$ cat src/rtl/sonic_pkg.sv
// Shared types and default timing for the HC-SR04 trig/echo interface.
// The default constants are used by both the responder and the ranging block.
package sonic_pkg;

  localparam int DIST_W = 9;

  localparam int DEF_TRIG_MIN_CYC = 1000;
  localparam int DEF_BURST_CYC    = 25000;
  localparam int DEF_CYC_PER_CM   = 5800;
  localparam int DEF_MIN_CM       = 2;
  localparam int DEF_MAX_CM       = 400;
  localparam int DEF_NOOBJ_CYC    = 3800000;
  localparam int DEF_HOLDOFF_CYC  = 1000000;

  typedef enum logic [2:0] {
    IDLE,
    TRIG_HI,
    BURST,
    ECHO,
    HOLDOFF
  } sonic_state_t;

endpackage

$ cat src/rtl/cm_pulse_timer.sv
// Multiplier-free d_cm * CYC_PER_CM timer: a cm-tick prescaler drives a cm down-counter.
// done is a combinational strobe in the last cycle of the interval.
module cm_pulse_timer
  import sonic_pkg::*;
#(
  parameter int CYC_PER_CM = DEF_CYC_PER_CM
) (
  input  logic              clk,
  input  logic              rst,
  input  logic              load,
  input  logic [DIST_W-1:0] d_cm,
  output logic              done
);

  localparam int PRE_W = $clog2(CYC_PER_CM + 1);

  logic [PRE_W-1:0]  presc;
  logic [DIST_W-1:0] cm_left;
  logic              running;
  logic              tick;

  assign tick = running && (presc == PRE_W'(CYC_PER_CM - 1));
  assign done = tick && (cm_left < DIST_W'(2));

  always_ff @(posedge clk) begin
    if (rst) begin
      presc   <= '0;
      cm_left <= '0;
      running <= 1'b0;
    end else if (load) begin
      presc   <= '0;
      cm_left <= d_cm;
      running <= 1'b1;
    end else if (running) begin
      if (tick) begin
        presc   <= '0;
        cm_left <= cm_left - DIST_W'(1);
        if (done) running <= 1'b0;
      end else begin
        presc <= presc + PRE_W'(1);
      end
    end
  end

endmodule

$ cat src/rtl/sonic_echo_responder.sv
// HC-SR04 target model: qualifies a trig pulse, waits the burst time, then
// emits an echo whose width encodes the programmed distance.
module sonic_echo_responder
  import sonic_pkg::*;
#(
  parameter int TRIG_MIN_CYC = DEF_TRIG_MIN_CYC,
  parameter int BURST_CYC    = DEF_BURST_CYC,
  parameter int CYC_PER_CM   = DEF_CYC_PER_CM,
  parameter int MIN_CM       = DEF_MIN_CM,
  parameter int MAX_CM       = DEF_MAX_CM,
  parameter int NOOBJ_CYC    = DEF_NOOBJ_CYC,
  parameter int HOLDOFF_CYC  = DEF_HOLDOFF_CYC
) (
  input  logic              clk,
  input  logic              rst,
  input  logic              trig,
  input  logic [DIST_W-1:0] distance_cm,
  output logic              echo,
  output logic              busy,
  output logic              trig_err,
  output logic [15:0]       meas_cnt
);

  localparam int CNT_W = $clog2(NOOBJ_CYC + HOLDOFF_CYC + BURST_CYC + TRIG_MIN_CYC + 2);

  logic trig_s1, trig_s2, trig_d;
  logic trig_rise, trig_fall;

  sonic_state_t      state, state_next;
  logic [CNT_W-1:0]  cnt, cnt_next;
  logic [DIST_W-1:0] dist_q, dist_next;
  logic [DIST_W-1:0] clamped_d;
  logic              noobj;
  logic              echo_next, err_next, meas_inc;
  logic              timer_load, timer_done;

  always_ff @(posedge clk) begin
    if (rst) begin
      trig_s1 <= 1'b0;
      trig_s2 <= 1'b0;
      trig_d  <= 1'b0;
    end else begin
      trig_s1 <= trig;
      trig_s2 <= trig_s1;
      trig_d  <= trig_s2;
    end
  end

  assign trig_rise = trig_s2 & ~trig_d;
  assign trig_fall = ~trig_s2 & trig_d;

  assign noobj     = dist_q > DIST_W'(MAX_CM);
  assign clamped_d = (dist_q < DIST_W'(MIN_CM)) ? DIST_W'(MIN_CM) : dist_q;
  assign busy      = (state != IDLE);

  cm_pulse_timer #(
    .CYC_PER_CM(CYC_PER_CM)
  ) u_cm_timer (
    .clk (clk),
    .rst (rst),
    .load(timer_load),
    .d_cm(clamped_d),
    .done(timer_done)
  );

  // The width counter starts at 1 so it holds the exact number of high cycles
  // at the fall. BURST runs one extra cycle to absorb the edge-detect stage,
  // giving a fixed 3+BURST_CYC latency from the first low sample of trig.
  always_comb begin
    state_next = state;
    cnt_next   = cnt;
    dist_next  = dist_q;
    echo_next  = 1'b0;
    err_next   = 1'b0;
    meas_inc   = 1'b0;
    timer_load = 1'b0;
    case (state)
      IDLE: begin
        if (trig_rise) begin
          state_next = TRIG_HI;
          cnt_next   = CNT_W'(1);
        end
      end
      TRIG_HI: begin
        if (trig_fall) begin
          cnt_next = '0;
          if (cnt >= CNT_W'(TRIG_MIN_CYC)) begin
            state_next = BURST;
            dist_next  = distance_cm;
          end else begin
            state_next = IDLE;
            err_next   = 1'b1;
          end
        end else if (cnt < CNT_W'(TRIG_MIN_CYC)) begin
          cnt_next = cnt + CNT_W'(1);
        end
      end
      BURST: begin
        if (cnt == CNT_W'(BURST_CYC)) begin
          state_next = ECHO;
          cnt_next   = '0;
          timer_load = ~noobj;
          echo_next  = 1'b1;
        end else begin
          cnt_next = cnt + CNT_W'(1);
        end
      end
      ECHO: begin
        echo_next = 1'b1;
        if (noobj ? (cnt == CNT_W'(NOOBJ_CYC - 1)) : timer_done) begin
          state_next = HOLDOFF;
          cnt_next   = '0;
          echo_next  = 1'b0;
          meas_inc   = 1'b1;
        end else if (noobj) begin
          cnt_next = cnt + CNT_W'(1);
        end
      end
      HOLDOFF: begin
        if (cnt == CNT_W'(HOLDOFF_CYC - 1)) begin
          state_next = IDLE;
          cnt_next   = '0;
        end else begin
          cnt_next = cnt + CNT_W'(1);
        end
      end
      default: begin
        state_next = IDLE;
        cnt_next   = '0;
      end
    endcase
  end

  always_ff @(posedge clk) begin
    if (rst) begin
      state    <= IDLE;
      cnt      <= '0;
      dist_q   <= '0;
      echo     <= 1'b0;
      trig_err <= 1'b0;
      meas_cnt <= '0;
    end else begin
      state    <= state_next;
      cnt      <= cnt_next;
      dist_q   <= dist_next;
      echo     <= echo_next;
      trig_err <= err_next;
      if (meas_inc) meas_cnt <= meas_cnt + 16'd1;
    end
  end

endmodule

$ cat config.mk
export PLATFORM = sky130hd
export DESIGN_NAME = sonic_echo_responder
export DESIGN_NICKNAME = d
export VERILOG_FILES = /design/src/rtl/sonic_pkg.sv /design/src/rtl/cm_pulse_timer.sv /design/src/rtl/sonic_echo_responder.sv
export SDC_FILE = /design/constraint.sdc
export NUM_CORES = 1
export LEC_CHECK = 0
export CELL_PAD_IN_SITES_DETAIL_PLACEMENT = 0
export CELL_PAD_IN_SITES_GLOBAL_PLACEMENT = 1
export CORE_ASPECT_RATIO = 1.25
export CORE_MARGIN = 2
export CORE_UTILIZATION = 40
export DETAILED_ROUTE_END_ITERATION = 10
export HOLD_SLACK_MARGIN = 0.02
export PLACE_DENSITY_LB_ADDON = 0.1
export SYNTH_ARGS = -nofsm -noshare
export SYNTH_HDL_FRONTEND = slang
export SYNTH_SLANG_ARGS = --single-unit
$ cat constraint.sdc
create_clock -name clk -period 2.4 [get_ports clk]
set_input_delay 0.48 -clock clk [delete_from_list [all_inputs] [get_ports clk]]
set_output_delay 0.48 -clock clk [all_outputs]
set_load 0.1 [all_outputs]
==> run_results.csv <==
group,metric,value,unit
sta,fin_ws,-0.0177,ns
layout,final_area,5220,sq um
placed_design,placed_area,4790,sq um
die,die_x,93.8,um
logic_synthesis,synth_area_leaders,"dfxtp_1 (39%), nor2_1 (5.1%), xor2_1 (4.8%)",
logic_synthesis,yosysTopAreaCellShare,39.2,%
clocking,path_clk_slew,0.06,ns
power,clock_power_share,36.4,%
die,core_area,9950,sq um
worst_setup_path,crit_required,2.60,ns
logic_synthesis,avgSynthCellArea,8.51,sq um
min_path,hp-class,"reg2reg",
worst_setup_path,arrival,2.61,ns
sta,drv_slew,0,
power,switching_share,28.7,%
clocking,h-tree-depth,3,
clocking,numCtsBuffers,9,
sta,slew-limit-headroom,52.4,%
logic_synthesis,synth_top_area_cell,"dfxtp_1",
sta,skew,0.00666,ns
sta,worst_pin_slew,0.708,ns
clocking,clockBufferDepth,2,
sta,timing.hold.ws,0.463,ns
global_route,grt_pass1_wl,17500,um
global_route,gr-total-overflow,0,
layout,nNetsFinal,582,
drt,drtPass1Iterations,4,
sta,hold_viol,0,
drt,drt-initial-drc-count,176,
logic_synthesis,syn_area,4040,sq um
worst_setup_path,r2r_setup_slack,-0.02,ns
sta,clock.fmax,414,MHz
die,io_pins,31,
placed_design,dp_hpwl,7690,um
power,share_seq_of_total_power,40.2,%
die,num_rows,41,
layout,n_fill_cell,990,
worst_setup_path,cpPeakStageDelay,0.53,ns
logic_synthesis,syn_nets,491,
worst_setup_path,r2r-start,"cnt[22]",
die,die_area,10900,sq um
power,p_int,2.40,mW
power,p_comb_share,23.4,%
clocking,cts.sinks,79,
drt,wire_per_inst,15.4,um
layout,num_antenna_cells,0,
worst_setup_path,crit_fanout,7,
worst_setup_path,endpoint,"u_cm_timer.cm_left[0]",
sta,finalSetupViolCount,4,
drt,vias,3750,
power,ir_drop,0.000398,V
worst_setup_path,path_class,"reg2reg",
worst_setup_path,cp_cell_sequence,"or4_4 -> or4_4 -> or3_4 -> or2_4 -> and2b_2 -> a211oi_2",
drt,wl,10800,um
logic_synthesis,synth-seq-area-share,39.2,%
layout,area_growth,29.4,%
worst_setup_path,cpMaxStageDelayCell,"or4_4",
logic_synthesis,synth_ff_type,"dfxtp_1",
die,die_y,116,um
sta,rsz0062_at_grt,"yes",
logic_synthesis,synth_warnings,0,
global_route,antenna_found_initial,0,
worst_setup_path,end_kind,"register",
worst_setup_path,cp-startpoint,"cnt[22]",
drt,drc,0,
logic_synthesis,ys_types,63,
min_path,hold_path_depth,1,
worst_setup_path,critPathMostFrequentCell,"or4_4",
placed_design,routabilityCongestion,0.797,
clocking,clock-root-buffer,"clkbuf_16",
power,p_total,3.36,mW
worst_setup_path,r2r_end,"u_cm_timer.cm_left[0]",
worst_setup_path,cp-start-kind,"register",
global_route,grt_pass1_vias,3630,
power,p_leak,1.95,nW
drt,ant_nets,0,
drt,viasPerCell,5.37,
placed_design,port_buffers,30,
logic_synthesis,synth-edff-count,0,
power,power.switching,0.963,mW
logic_synthesis,synthArstFlopShare,0,%
clocking,insertion_delay,0.33,ns
sta,post-route-period-util,101,%
power,p_per_area,644,nW/um^2
global_route,grt_start_max_net_pins,45,
clocking,cts_tree,"built",
run_status,status,"complete, but fails checks",
die,start_util,40.5,%
global_route,grt_use_total,20.5,%
clocking,holdBufCountCts,0,
flow_run,maxCapViolations,0,
worst_setup_path,ff2ff_path_depth,6,
logic_synthesis,ys_ff_latch,79,
run_status,violations,"setup timing",
layout,drive_gt1_share,25.3,%
sta,fin_crit,2.42,ns
logic_synthesis,synth_cells,474,
==> worst min path at each step <==
| stage | slack, ns | end | start |
|---|---|---|---|
| 2_1_floorplan | 0.41 | trig_s2 | trig_s1 |
| 3_3_place_gp | 0.44 | trig_s2 | trig_s1 |
| 3_5_place_dp | 0.46 | trig_s2 | trig_s1 |
| 4_1_cts | 0.47 | trig_s2 | trig_s1 |
| 5_1_grt | 0.49 | trig_s2 | trig_s1 |
| 6_report | 0.46 | trig_s2 | trig_s1 |
==> synthesized netlist by cell type (2+ instances only) <==
cell,instances
buf_2,4
nor4_1,7
mux2i_1,10
or4_4,2
a211oi_1,3
dfxtp_1,79
o211ai_1,7
and4b_1,2
and3_1,11
nand2b_1,2
o31ai_1,2
a21oi_1,24
clkbuf_2,2
and3_2,2
a31oi_1,8
nor3b_1,4
nand3b_1,2
nand3_1,23
or4_1,3
o21a_1,4
nand2_1,34
clkbuf_1,10
or3_1,17
buf_6,2
a2111o_1,2
and4_1,6
inv_1,15
nor2b_1,4
a211oi_2,7
o21ai_0,24
nand4_1,13
and2_1,2
nor2_1,55
xnor2_1,12
xor2_1,22
ha_1,5
nor3_1,17
==> worst max-delay path: cells and delay by family, from the launching register on <==
family | cells | cell delay [ns]
flops | 1 | 0.32
compound gates | 1 | 0.03
simple gates | 5 | 1.93
==> cells in the final DEF (no fill, tap or decap), types with 8 or more instances in the layout <==
| master | n |
|---|---|
| inv_1 | 15 |
| dfxtp_1 | 72 |
| nor3_1 | 15 |
| clkbuf_16 | 9 |
| nor2_1 | 55 |
| nand4_1 | 13 |
| nand3_1 | 22 |
| mux2i_1 | 10 |
| nand2_1 | 34 |
| buf_4 | 83 |
| o21ai_0 | 22 |
| a31oi_1 | 8 |
| or3_1 | 15 |
| and3_1 | 11 |
| a21oi_1 | 24 |
| clkdlybuf4s50_1 | 10 |
| xor2_1 | 22 |
| xnor2_1 | 12 |
| a211oi_2 | 8 |
==> area by class of cell <==
type / count / area [sq um] / share of cell area [%]
multi-input combinational: 359 / 2360 / 45.2
sequential: 79 / 1590 / 30.5
timing repair buffer: 101 / 795 / 15.2
clock buffer: 14 / 254 / 4.86
tap: 129 / 161 / 3.09
inverter: 15 / 56.3 / 1.08
clock inverter: 1 / 5.00 / 0.0959
==> repair_timing <==
action	4_1_cts	5_1_grt
gates cloned	3	0
pin swaps	18	17
resized for setup	12	14
endpoints found under the setup margin	44	60
buffers inserted	4	3
==> registers in the layout (all words and copies together), names as in the netlist, 3 cells and up <==
register / flops
dist_q: 9
state: 3
meas_cnt: 16
u_cm_timer.cm_left: 9
u_cm_timer.presc: 13
cnt: 23
==> cells by family (layout without fill, tap and decap cells) <==
logic type               Yosys count  after routing  synth area share [%]
AND/OR/NAND/NOR                  215            216                  28.5
AO/OA/AOI/OAI                     94             94                  16.1
flip-flops                        79             79                  39.2
buffers and inverters             37            131                  4.74
XOR/XNOR                          34             34                  7.38
multiplexers                      10             10                  2.48
adder cells (fa/ha/maj)            5              5                  1.55
==> per-layer routing <==
metal	track usage (%)	up-vias	part of all wire (%)
met1	24.8	1784	43
li1	-	1895	-
met3	2.58	19	2.3
met2	36.1	52	52
met5	0	-	0
met4	9.76	0	2.6
==> per-stage QoR <==
| step | util (%) | setup TNS (ns) | setup slack, ns | instances |
|---|---|---|---|---|
| 2_1_floorplan | - | 0 | 0.00731 | 474 |
| 3_3_place_gp | 48.2 | -4.55 | -0.162 | 673 |
| 3_5_place_dp | 48.2 | -3.60 | -0.152 | 673 |
| 4_1_cts | 51.6 | -0.457 | -0.0643 | 695 |
| 5_1_grt | 52.5 | -3.08 | -0.144 | 698 |
| 6_report | 52.5 | -0.0297 | -0.0177 | 698 |
==> power groups by stage <==
stage	Clock, mW	Combinational, mW	Sequential (mW)
CTS	1.27	0.752	1.35
floorplan	0	0.372	1.38
global placement	0	0.729	1.38
finish	1.22	0.787	1.35
detailed placement	0	0.729	1.38
global route	1.32	0.844	1.36
(Power assumes the default switching activity.)
